===== config.mk =====
export PLATFORM = sky130hd
export DESIGN_NAME = ecpri_rma_rx
export DESIGN_NICKNAME = d
export VERILOG_FILES = /design/src/rtl/ecpri_pkg.sv /design/src/rtl/ecpri_sat_cnt.sv /design/src/rtl/ecpri_rma_rx.sv
export SDC_FILE = /design/constraint.sdc
export NUM_CORES = 1
export LEC_CHECK = 0
export BUFFER_PORTS_ARGS = -buffer_cell sky130_fd_sc_hd__buf_2
export CAP_MARGIN = 20
export CORE_AREA = 2 2 165 167
export CTS_CLUSTER_SIZE = 30
export DETAILED_ROUTE_END_ITERATION = 16
export DIE_AREA = 0 0 167 169
export PLACE_DENSITY = 0.68
export SETUP_SLACK_MARGIN = 0.15
export SLEW_MARGIN = 15
export SYNTH_ARGS = -nofsm -noshare
export SYNTH_HDL_FRONTEND = slang
export SYNTH_SLANG_ARGS = --single-unit

===== constraint.sdc =====
create_clock -name clk_i -period 4.2 [get_ports clk_i]
set_clock_uncertainty 0.2 [all_clocks]
set_input_delay 0.21 -clock clk_i [delete_from_list [all_inputs] [get_ports clk_i]]
set_output_delay 0.21 -clock clk_i [all_outputs]
set_load 0.005 [all_outputs]

===== src/rtl/ecpri_pkg.sv =====
// Shared constants, FSM states and error codes for the eCPRI RMA receive path.
package ecpri_pkg;
  localparam logic [3:0] ECPRI_REV   = 4'h1;
  localparam logic [7:0] MSG_RMA     = 8'h04;
  localparam int         RMA_HDR_LEN = 12;

  typedef enum logic [2:0] {
    S_IDLE, S_SKIP, S_ECPRI_HDR, S_RMA_HDR, S_WR_DATA, S_RESP, S_DRAIN
  } state_e;

  localparam logic [2:0] ERR_NONE          = 3'd0;
  localparam logic [2:0] ERR_BAD_HDR       = 3'd1;
  localparam logic [2:0] ERR_BAD_TYPE      = 3'd2;
  localparam logic [2:0] ERR_BAD_RMA_OP    = 3'd3;
  localparam logic [2:0] ERR_BAD_LEN       = 3'd4;
  localparam logic [2:0] ERR_BAD_ADDR      = 3'd5;
  localparam logic [2:0] ERR_SIZE_MISMATCH = 3'd6;
  localparam logic [2:0] ERR_TRUNCATED     = 3'd7;
endpackage


===== src/rtl/ecpri_sat_cnt.sv =====
// Saturating event counter; sticks at all-ones.
module ecpri_sat_cnt #(
  parameter int W = 16
) (
  input  logic         clk_i,
  input  logic         reset_i,
  input  logic         inc_i,
  output logic [W-1:0] cnt_o
);
  logic [W-1:0] cnt_q;

  always_ff @(posedge clk_i) begin
    if (reset_i)                  cnt_q <= '0;
    else if (inc_i && cnt_q != '1) cnt_q <= cnt_q + W'(1);
  end

  assign cnt_o = cnt_q;
endmodule


===== src/rtl/ecpri_rma_rx.sv =====
// eCPRI Remote Memory Access receive engine: header skip, RMA decode,
// write-data to local memory and one response descriptor per good request.
module ecpri_rma_rx
  import ecpri_pkg::*;
#(
  parameter int HDR_SKIP = 42,
  parameter int MEM_AW   = 16,
  parameter int MAX_LEN  = 256,
  parameter int CNT_W    = 16
) (
  input  logic              clk_i,
  input  logic              reset_i,
  input  logic [7:0]        s_data_i,
  input  logic              s_valid_i,
  input  logic              s_last_i,
  output logic              s_ready_o,
  output logic [MEM_AW-1:0] mem_addr_o,
  output logic [7:0]        mem_data_o,
  output logic              mem_we_o,
  output logic              resp_valid_o,
  input  logic              resp_ready_i,
  output logic              resp_is_write_o,
  output logic [7:0]        resp_rma_id_o,
  output logic [15:0]       resp_elem_id_o,
  output logic [MEM_AW-1:0] resp_addr_o,
  output logic [15:0]       resp_len_o,
  output logic              err_pulse_o,
  output logic [2:0]        err_code_o,
  output logic [CNT_W-1:0]  pkt_cnt_o,
  output logic [CNT_W-1:0]  drop_cnt_o
);
  localparam logic [15:0] SKIP16   = 16'(HDR_SKIP);
  localparam logic [32:0] ADDR_LIM = 33'(1) << MEM_AW;

  state_e            state_q;
  logic [15:0]       idx_q, wcnt_q, psize_q, elem_q, len_q;
  logic [47:0]       addr_q;
  logic [7:0]        id_q, mem_data_q;
  logic              type_wr_q, pend_q, mem_we_q, err_pulse_q;
  logic [MEM_AW-1:0] mem_addr_q;
  logic [2:0]        err_code_q, err_d;

  logic        acc, hdr_ph, in_hdr;
  logic [15:0] off, len_full;
  logic [32:0] end_addr;

  assign s_ready_o = (state_q != S_RESP);
  assign acc       = s_valid_i && s_ready_o;
  assign hdr_ph    = state_q inside {S_IDLE, S_SKIP, S_ECPRI_HDR, S_RMA_HDR};
  assign in_hdr    = (idx_q >= SKIP16);
  assign off       = idx_q - SKIP16;
  // On the final RMA header byte the length is still half in flight.
  assign len_full  = {len_q[7:0], s_data_i};
  assign end_addr  = 33'(addr_q[MEM_AW-1:0]) + 33'(len_full);

  always_comb begin
    err_d = ERR_NONE;
    if (acc && hdr_ph && in_hdr) begin
      case (off)
        16'd0:  if (s_data_i[7:4] != ECPRI_REV || s_data_i[0]) err_d = ERR_BAD_HDR;
        16'd1:  if (s_data_i != MSG_RMA) err_d = ERR_BAD_TYPE;
        16'd5:  if (s_data_i[7:5] != 3'd0 || s_data_i[3:0] != 4'd0) err_d = ERR_BAD_RMA_OP;
        16'd15: begin
          if (len_full == 16'd0 || len_full > 16'(MAX_LEN))
            err_d = ERR_BAD_LEN;
          else if (addr_q[47:MEM_AW] != '0 || end_addr > ADDR_LIM)
            err_d = ERR_BAD_ADDR;
          else if (type_wr_q && ({1'b0, psize_q} != 17'(RMA_HDR_LEN) + {1'b0, len_full}))
            err_d = ERR_SIZE_MISMATCH;
        end
        default: ;
      endcase
    end
    // A read may end on its last header byte; anything else ending early is truncated.
    if (err_d == ERR_NONE && acc && s_last_i) begin
      if (hdr_ph && !(in_hdr && off == 16'd15 && !type_wr_q)) err_d = ERR_TRUNCATED;
      if (state_q == S_WR_DATA && (wcnt_q + 16'd1) < len_q)   err_d = ERR_TRUNCATED;
    end
  end

  always_ff @(posedge clk_i) begin
    if (reset_i) begin
      state_q     <= S_IDLE;
      idx_q       <= '0;
      wcnt_q      <= '0;
      pend_q      <= 1'b0;
      psize_q     <= '0;
      id_q        <= '0;
      type_wr_q   <= 1'b0;
      elem_q      <= '0;
      addr_q      <= '0;
      len_q       <= '0;
      mem_we_q    <= 1'b0;
      mem_addr_q  <= '0;
      mem_data_q  <= '0;
      err_pulse_q <= 1'b0;
      err_code_q  <= '0;
    end else begin
      mem_we_q    <= 1'b0;
      err_pulse_q <= 1'b0;
      // The byte that truncates a write is still written.
      if (acc && state_q == S_WR_DATA) begin
        mem_we_q   <= 1'b1;
        mem_addr_q <= addr_q[MEM_AW-1:0] + MEM_AW'(wcnt_q);
        mem_data_q <= s_data_i;
        wcnt_q     <= wcnt_q + 16'd1;
      end
      if (acc) idx_q <= s_last_i ? 16'd0 : idx_q + 16'd1;

      if (err_d != ERR_NONE) begin
        err_pulse_q <= 1'b1;
        err_code_q  <= err_d;
        pend_q      <= 1'b0;
        state_q     <= s_last_i ? S_IDLE : S_DRAIN;
      end else if (state_q == S_RESP) begin
        if (resp_ready_i) state_q <= S_IDLE;
      end else if (acc) begin
        case (state_q)
          S_WR_DATA: if (wcnt_q + 16'd1 == len_q) begin
            state_q <= s_last_i ? S_RESP : S_DRAIN;
            pend_q  <= !s_last_i;
          end
          S_DRAIN: if (s_last_i) begin
            state_q <= pend_q ? S_RESP : S_IDLE;
            pend_q  <= 1'b0;
          end
          default: begin
            if (!in_hdr) begin
              state_q <= (idx_q + 16'd1 >= SKIP16) ? S_ECPRI_HDR : S_SKIP;
            end else begin
              if (off == 16'd2 || off == 16'd3)  psize_q   <= {psize_q[7:0], s_data_i};
              if (off == 16'd4)                  id_q      <= s_data_i;
              if (off == 16'd5)                  type_wr_q <= s_data_i[4];
              if (off == 16'd6 || off == 16'd7)  elem_q    <= {elem_q[7:0], s_data_i};
              if (off >= 16'd8 && off <= 16'd13) addr_q    <= {addr_q[39:0], s_data_i};
              if (off >= 16'd14)                 len_q     <= {len_q[7:0], s_data_i};
              if (off == 16'd15) begin
                wcnt_q <= '0;
                if (type_wr_q)     state_q <= S_WR_DATA;
                else if (s_last_i) state_q <= S_RESP;
                else begin
                  state_q <= S_DRAIN;
                  pend_q  <= 1'b1;
                end
              end else begin
                state_q <= (off < 16'd3) ? S_ECPRI_HDR : S_RMA_HDR;
              end
            end
          end
        endcase
      end
    end
  end

  assign mem_we_o        = mem_we_q;
  assign mem_addr_o      = mem_addr_q;
  assign mem_data_o      = mem_data_q;
  assign resp_valid_o    = (state_q == S_RESP);
  assign resp_is_write_o = type_wr_q;
  assign resp_rma_id_o   = id_q;
  assign resp_elem_id_o  = elem_q;
  assign resp_addr_o     = addr_q[MEM_AW-1:0];
  assign resp_len_o      = len_q;
  assign err_pulse_o     = err_pulse_q;
  assign err_code_o      = err_code_q;

  ecpri_sat_cnt #(.W(CNT_W)) u_pkt_cnt (
    .clk_i(clk_i), .reset_i(reset_i),
    .inc_i(state_q == S_RESP && resp_ready_i), .cnt_o(pkt_cnt_o)
  );
  ecpri_sat_cnt #(.W(CNT_W)) u_drop_cnt (
    .clk_i(clk_i), .reset_i(reset_i),
    .inc_i(err_d != ERR_NONE), .cnt_o(drop_cnt_o)
  );
endmodule


==> flow_summary_export.csv, run 1 <==
group,metric,value,unit
sta,hold_violations,0,
worst_setup_path,crit_type,"reg -> reg",
route,vias_per_cell,5.536,
die,die_height,169,um
grt,grtUsageMet2,38.90,%
cts,cts_tree,"done",
sta,tightest_slew,0.9518,ns
grt,grtUsageMet3,3.507,%
cts,cts_buffers,23,
worst_setup_path,crit_slowest_cell,"dfxtp_4",
yosys,synth.most_common_cell,"nor2_1",
cts,path_clk_slew,0.06,ns
sta,min_period,4.123,ns
grt,grt_pass1_vias,10069,
placed_design,routabilityCongestion,0.9507,
grt,antenna_found_initial,1,
placed_design,io_buffers,132,
worst_setup_path,path_common_cell,"and3_4",
worst_setup_path,r2r_slack,0.08,ns
worst_setup_path,cp-start-kind,"register",
worst_hold_path,min_to,"err_pulse_o",
yosys,ys_warn_count,0,
cells_and_area,nFillCells,2341,
route,wire_per_inst,17.57,um
worst_setup_path,crit_required,4.36,ns
cts,cts_buffer_depth,3,
cts,h-tree-depth,1,
sta,setup_viol,0,
run_status,status,"finished, final reports clean",
worst_setup_path,crit_path_max_incr_delay,0.36,ns
cells_and_area,area_growth,26.03,%
yosys,synth_top_area_share,34.25,%
cells_and_area,diodes,0,
sta,slew_viol_final,0,
route,drtAntennaViolNets,0,
worst_setup_path,cp.arrival,4.29,ns
yosys,avgSynthCellArea,8.409,um^2
yosys,netlist_top_cells_count,"nor2_1 (205), dfxtp_1 (202), mux2i_1 (111), nand2_1 (111), a21oi_1 (84)",
route,routed_wl,34330,um
yosys,synth_edf_count,0,
yosys,ys_ff_latch,202,
die,core_area,26500,um^2
power_and_ir_drop,power.total,4.208,mW
worst_hold_path,hp-class,"in -> reg",
sta,min_period_over_period,98.17,%
yosys,synth_cells,1404,
sta,rsz0062_at_grt,"true",
grt,grt-ovfl-total,0,
yosys,synth.distinct_cells,83,
power_and_ir_drop,power_density,282.8,nW/um^2
die,fp.dieW,167,um
worst_setup_path,r2r_start,"wcnt_q[0]",
placed_design,dp_hpwl,23440,um
yosys,synthArstFlopShare,0,%
worst_setup_path,reg2reg_to,"resp_len_o[6]",
worst_setup_path,worstPathCellList,"ha_4 > and3_4 > and3_4 > and3_4 > buf_4 > xor2_2 > ha_1 > nand4_1 > nor2_4 > a2111oi_4 > o211a_1 > o31ai_4 > a21oi_2 > a21o_2 > buf_6 > buf_6 > nor4b_4 > buf_4 > clkbuf_16 > mux2i_1 > nor2_1",
power_and_ir_drop,leakagePower,6.671,nW
grt,gr-usage-met1,29.03,%
power_and_ir_drop,vdd_drop_max,0.2508,mV
sta,setup_tns,0,ns
grt,grt_pass1_wl,52800,um
grt,track_usage,22.77,%
grt,busiest_layer,"met2",
cts,cts_sinks,202,
cells_and_area,fin_nets,1676,
worst_hold_path,hold_start,"reset_i",
worst_setup_path,reg2reg_depth,21,
worst_setup_path,end_kind,"register",
sta,maxSlewHeadroom,36.55,%
cells_and_area,drive_gt1_share,23.25,%
die,die-area,28220,um^2
cts,cts-root-buf,"clkbuf_16",
flow_run,cap_violations,0,
die,fp-row-count,60,
route,drt-initial-drc-count,761,
yosys,synth_nets,1482,
route,num_vias,10817,
die,start_util,44.55,%
route,drc,0,
worst_hold_path,min_path_cells,2,
worst_setup_path,crit_fanout,8,
grt,grt_max_degree,126,
yosys,ys_dominant_reg_cell,"dfxtp_1",
yosys,yosysSeqAreaShare,34.25,%
sta,max_freq,242.5,MHz
yosys,synth_area,11810,um^2
yosys,synthTopCellsByArea,"dfxtp_1 (34%), mux2i_1 (9.4%), ha_1 (6.7%), nor2_1 (6.5%), a21oi_1 (3.6%)",
cts,worstSkewPairLatency,0.53,ns
die,ios,133,
route,drtPass1Iterations,4,
yosys,synth_area_leader_cell,"dfxtp_1",
[state kept, by name (all words and copies together) (netlist names), 16 cells and up]
name              flops
resp_len_o           16
psize_q              16
mem_addr_o           16
addr_q               48
u_drop_cnt.cnt_o     16
u_pkt_cnt.cnt_o      16
wcnt_q               16
idx_q                16
resp_elem_id_o       16
[per-stage QoR]
| stage | cell area, um^2 | utilization (%) | hold WS (ns) | worst slack [ns] | cells |
|---|---|---|---|---|---|
| floorplan | 11810 | - | 0.1460 | 0.1644 | 1404 |
| global placement | 13140 | 49.57 | 0.2394 | 0.1022 | 1869 |
| detailed placement | 13140 | 49.57 | 0.2429 | -0.04166 | 1869 |
| CTS | 14370 | 54.24 | 0.02619 | 0.09761 | 1939 |
| global route | 14880 | 56.15 | 0.02979 | -0.05420 | 1954 |
| finish | 14880 | 56.15 | 0.03229 | 0.07704 | 1954 |
[how the worst max path moves through the flow]
stage,from,endpoint,slack (ns),cells past startpoint
global route,wcnt_q[0],resp_len_o[3],-0.05,21
detailed placement,wcnt_q[0],u_drop_cnt.cnt_o[10],-0.04,19
global placement,s_data_i[0],u_drop_cnt.cnt_o[10],0.10,16
finish,wcnt_q[0],resp_len_o[6],0.08,21
CTS,wcnt_q[1],addr_q[31],0.1,21
floorplan,wcnt_q[0],u_drop_cnt.cnt_o[5],0.16,18
[kinds of logic after synthesis]
kind of cell / synth area share, %
multiplexers: 10.46
adder cells (fa/ha/maj): 7.016
AO/OA/AOI/OAI: 12.36
flip-flops: 34.25
XOR/XNOR: 6.454
buffers and inverters: 5.723
AND/OR/NAND/NOR: 23.74
[layout by cell type, fill, tap and decap left out, drive strengths merged, types with 4 or more instances in the layout]
cell	netlist	final
a2111oi	4	4
a211o	4	4
a211oi	7	7
a21boi	6	6
a21o	10	10
a21oi	85	85
a22oi	6	6
a311oi	4	4
a31oi	6	6
and2	8	8
and3	23	23
buf	38	249
clkbuf	56	39
dfxtp	202	202
dlygate4sd3	0	9
ha	63	63
inv	44	45
mux2	11	11
mux2i	111	111
nand2	112	112
nand2b	43	43
nand3	35	35
nand3b	7	7
nand4	20	20
nor2	208	208
nor2b	22	22
nor3	19	19
nor3b	4	4
nor4	20	20
nor4b	8	8
o211ai	5	5
o21ai	54	54
o31ai	8	8
or3	14	14
or4	5	5
or4b	4	4
xnor2	42	42
xor2	45	45
[power breakdown]
| part | switching [mW] | internal, mW | total [mW] |
|---|---|---|---|
| sequential | 0.0127 | 1.93 | 1.94 |
| clock | 0.805 | 1.19 | 1.99 |
| combinational | 0.163 | 0.112 | 0.276 |
[area by class of cell]
type | count | area, um^2 | area share, %
inverter | 44 | 165.2 | 1.110
sequential | 202 | 4055 | 27.25
clock inverter | 6 | 63.81 | 0.4289
tap | 341 | 426.7 | 2.867
timing repair buffer | 263 | 2033 | 13.66
multi-input combinational | 1064 | 7448 | 50.06
clock buffer | 34 | 686.9 | 4.617
[repair_timing]
action / in CTS / in global routing
hold endpoints to repair: 11 / 0
gates resized for setup: 28 / 72
setup endpoints to repair: 92 / 143
setup buffers: 17 / 9
hold buffers: 9 / 0
pin swaps: 16 / 19
cloned: 4 / 5
[per-layer routing]
metal | share of wire (%) | vias up | wire length (um)
met5 | 0.023 | - | 8
met1 | 43 | 5145 | 14820
met2 | 48 | 313 | 16610
met4 | 3.4 | 2 | 1182
met3 | 5.0 | 89 | 1706
li1 | - | 5268 | -
[critical path: cells and delay by family, from the launching register on]
family          cells  cell delay [ns]
mux                 1             0.20
buf+inv             5             0.75
xor+xnor            1             0.14
fa+ha+maj           2             0.45
flops               1             0.36
simple gates        7             1.19
compound gates      5             0.66
No activity file was read; power rests on OpenSTA's default activity.
==> inputs of run 2 (changes only) <==
BUFFER_PORTS_ARGS = default   (was -buffer_cell sky130_fd_sc_hd__buf_2)
DONT_BUFFER_PORTS = 1   (was default)
PLACE_DENSITY = 0.64   (was 0.68)
==> flow_summary_export.csv, run 2 (synthesis results as in run 1) <==
group,metric,value,unit
route,wire_per_inst,18.64,um
route,num_vias,10763,
cts,cts_buffer_depth,3,
cells_and_area,largest_register,"addr_q",
route,routed_wl,35780,um
cts,cts-root-buf,"clkbuf_16",
cells_and_area,final_common_cell,"nor2_1",
run_status,status,"complete, but fails checks",
sta,worst_slack,0.1576,ns
worst_setup_path,cp-start-kind,"register",
sta,hold_violations,103,
power_and_ir_drop,p_comb_share,4.9,%
sta,min_period,4.042,ns
route,drc,0,
sta,whs,-0.4069,ns
cts,path_clk_slew,0.06,ns
power_and_ir_drop,power_density,287.2,nW/um^2
die,core_area,26500,um^2
power_and_ir_drop,clockPowerShare,50.4,%
worst_setup_path,crit_path_max_incr_delay,0.54,ns
cells_and_area,fin_cells,1919,
worst_setup_path,crit_type,"reg -> reg",
cts,cts_hold_buf,116,
grt,grt_pass1_wl,54620,um
cells_and_area,fin_nets,1640,
placed_design,dp_hpwl,22310,um
power_and_ir_drop,seqPwrFrac,44.7,%
cts,worstSkewPairLatency,0.53,ns
cells_and_area,mostFrequentLayoutCells,"nor2_1 (201), dfxtp_1 (193), dlygate4sd3_1 (116)",
power_and_ir_drop,p_sw_share,22.32,%
worst_setup_path,r2r_start,"idx_q[2]",
power_and_ir_drop,vdd_drop_max,0.2986,mV
grt,grt_max_degree,205,
route,drt-initial-drc-count,743,
grt,grt_pass1_vias,10347,
sta,tightest_slew,0.7747,ns
sta,maxSlewHeadroom,48.35,%
cells_and_area,largest_register_ffs,48,
worst_setup_path,worstPathCellList,"inv_1 > ha_2 > nor2b_1 > o32ai_1 > a21oi_1 > or4_4 > buf_4 > nor4_4 > buf_4 > nand3_1 > o2bb2ai_1 > a21o_2 > buf_6 > nand4bb_4 > buf_12 > clkbuf_16 > mux2i_1 > nor2_1",
route,drtAntennaViolNets,0,
cells_and_area,area_growth,28.08,%
sta,setup_tns,0,ns
die,ios,133,
worst_hold_path,hp-class,"in -> reg",
sta,setup_viol,0,
cells_and_area,final_area,15120,um^2
cells_and_area,nFillCells,2257,
placed_design,pre_cts_ws,0.05743,ns
grt,grt-ovfl-total,0,
worst_setup_path,end_kind,"register",
grt,antenna_found_initial,0,
cts,cts_buffers,25,
sta,slew_viol_final,0,
power_and_ir_drop,p_int,3.374,mW
die,die-area,28220,um^2
placed_design,io_buffers,0,
die,fp.dieW,167,um
die,die_height,169,um
worst_setup_path,crit_start,"idx_q[2]",
route,vias_per_cell,5.609,
worst_setup_path,crit_fanout,9,
placed_design,place_inst,1729,
sta,rsz0062_at_grt,"true",
power_and_ir_drop,power.switching,0.9693,mW
cells_and_area,drive_gt1_share,14.83,%
worst_setup_path,cp.arrival,4.23,ns
worst_setup_path,crit_slowest_cell,"or4_4",
sta,max_freq,247.4,MHz
placed_design,routabilityCongestion,0.9606,
grt,track_usage,23.70,%
flow_run,cap_violations,0,
power_and_ir_drop,leakagePower,6.470,nW
cells_and_area,fin_util,57.06,%
worst_setup_path,path_common_cell,"buf_4",
worst_hold_path,hold_start,"s_last_i",
power_and_ir_drop,power.total,4.343,mW
cts,cts_sinks,202,
placed_design,dpl-instance-area,12410,um^2
run_status,violations,"hold timing",
die,fp-row-count,60,
worst_setup_path,crit_required,4.39,ns
sta,min_period_over_period,96.25,%
cts,h-tree-depth,1,
die,start_util,44.55,%
cells_and_area,diodes,0,
cts,cts_tree,"done",
route,drtPass1Iterations,5,
-- run 2: final cells by class --
cell class                 instances  area [um^2]  share of cell area [%]
clock buffer                      31        648.1                   4.286
clock inverter                    12        173.9                   1.150
inverter                          44        165.2                   1.092
multi-input combinational       1064         7386                   48.84
sequential                       202         4058                   26.83
tap                              341        426.7                   2.821
timing repair buffer             225         2265                   14.98
-- run 2: final timing paths --
path / slack, ns / depth (start not counted) / endpoint
setup / recovery: 0.16 / 18 / addr_q[13]
hold / removal: -0.41 / 1 / pend_q
setup reg to reg: 0.16 / 18 / addr_q[13]
hold reg to reg: 0.30 / 2 / addr_q[45]
-- run 2: what timing repair did --
item / 4_1_cts / 5_1_grt
endpoints found under the setup margin: 104 / 143
endpoints found under the hold margin: 202 / 111
buffers inserted: 11 / 10
pin swaps: 12 / 36
resized for setup: 16 / 69
gates cloned: 2 / 8
-- run 2: power by group through the flow --
stage          Combinational, mW  Sequential (mW)  Clock [mW]
4_1_cts                    0.197             1.94        2.23
3_5_place_dp               0.145             1.98           0
6_report                   0.212             1.94        2.19
3_3_place_gp               0.142             1.98           0
2_1_floorplan              0.139             1.98           0
5_1_grt                    0.228             1.94        2.30
-- run 2: routing by layer --
layer | up-vias | track usage, % | part of all wire (%) | routed length, um
li1 | 5195 | - | - | -
met1 | 5143 | 29.63 | 42 | 15000
met2 | 330 | 39.90 | 47 | 16760
met3 | 95 | 4.022 | 6.3 | 2261
met4 | 0 | 11.09 | 4.9 | 1746
met5 | - | 0 | 0 | 0
-- run 2: critical path, delay by kind of cell (launching register included) --
family | cells | cell delay [ns]
buf+inv | 6 | 0.96
flops | 1 | 0.37
fa+ha+maj | 1 | 0.22
compound gates | 4 | 0.71
mux | 1 | 0.20
simple gates | 6 | 1.23
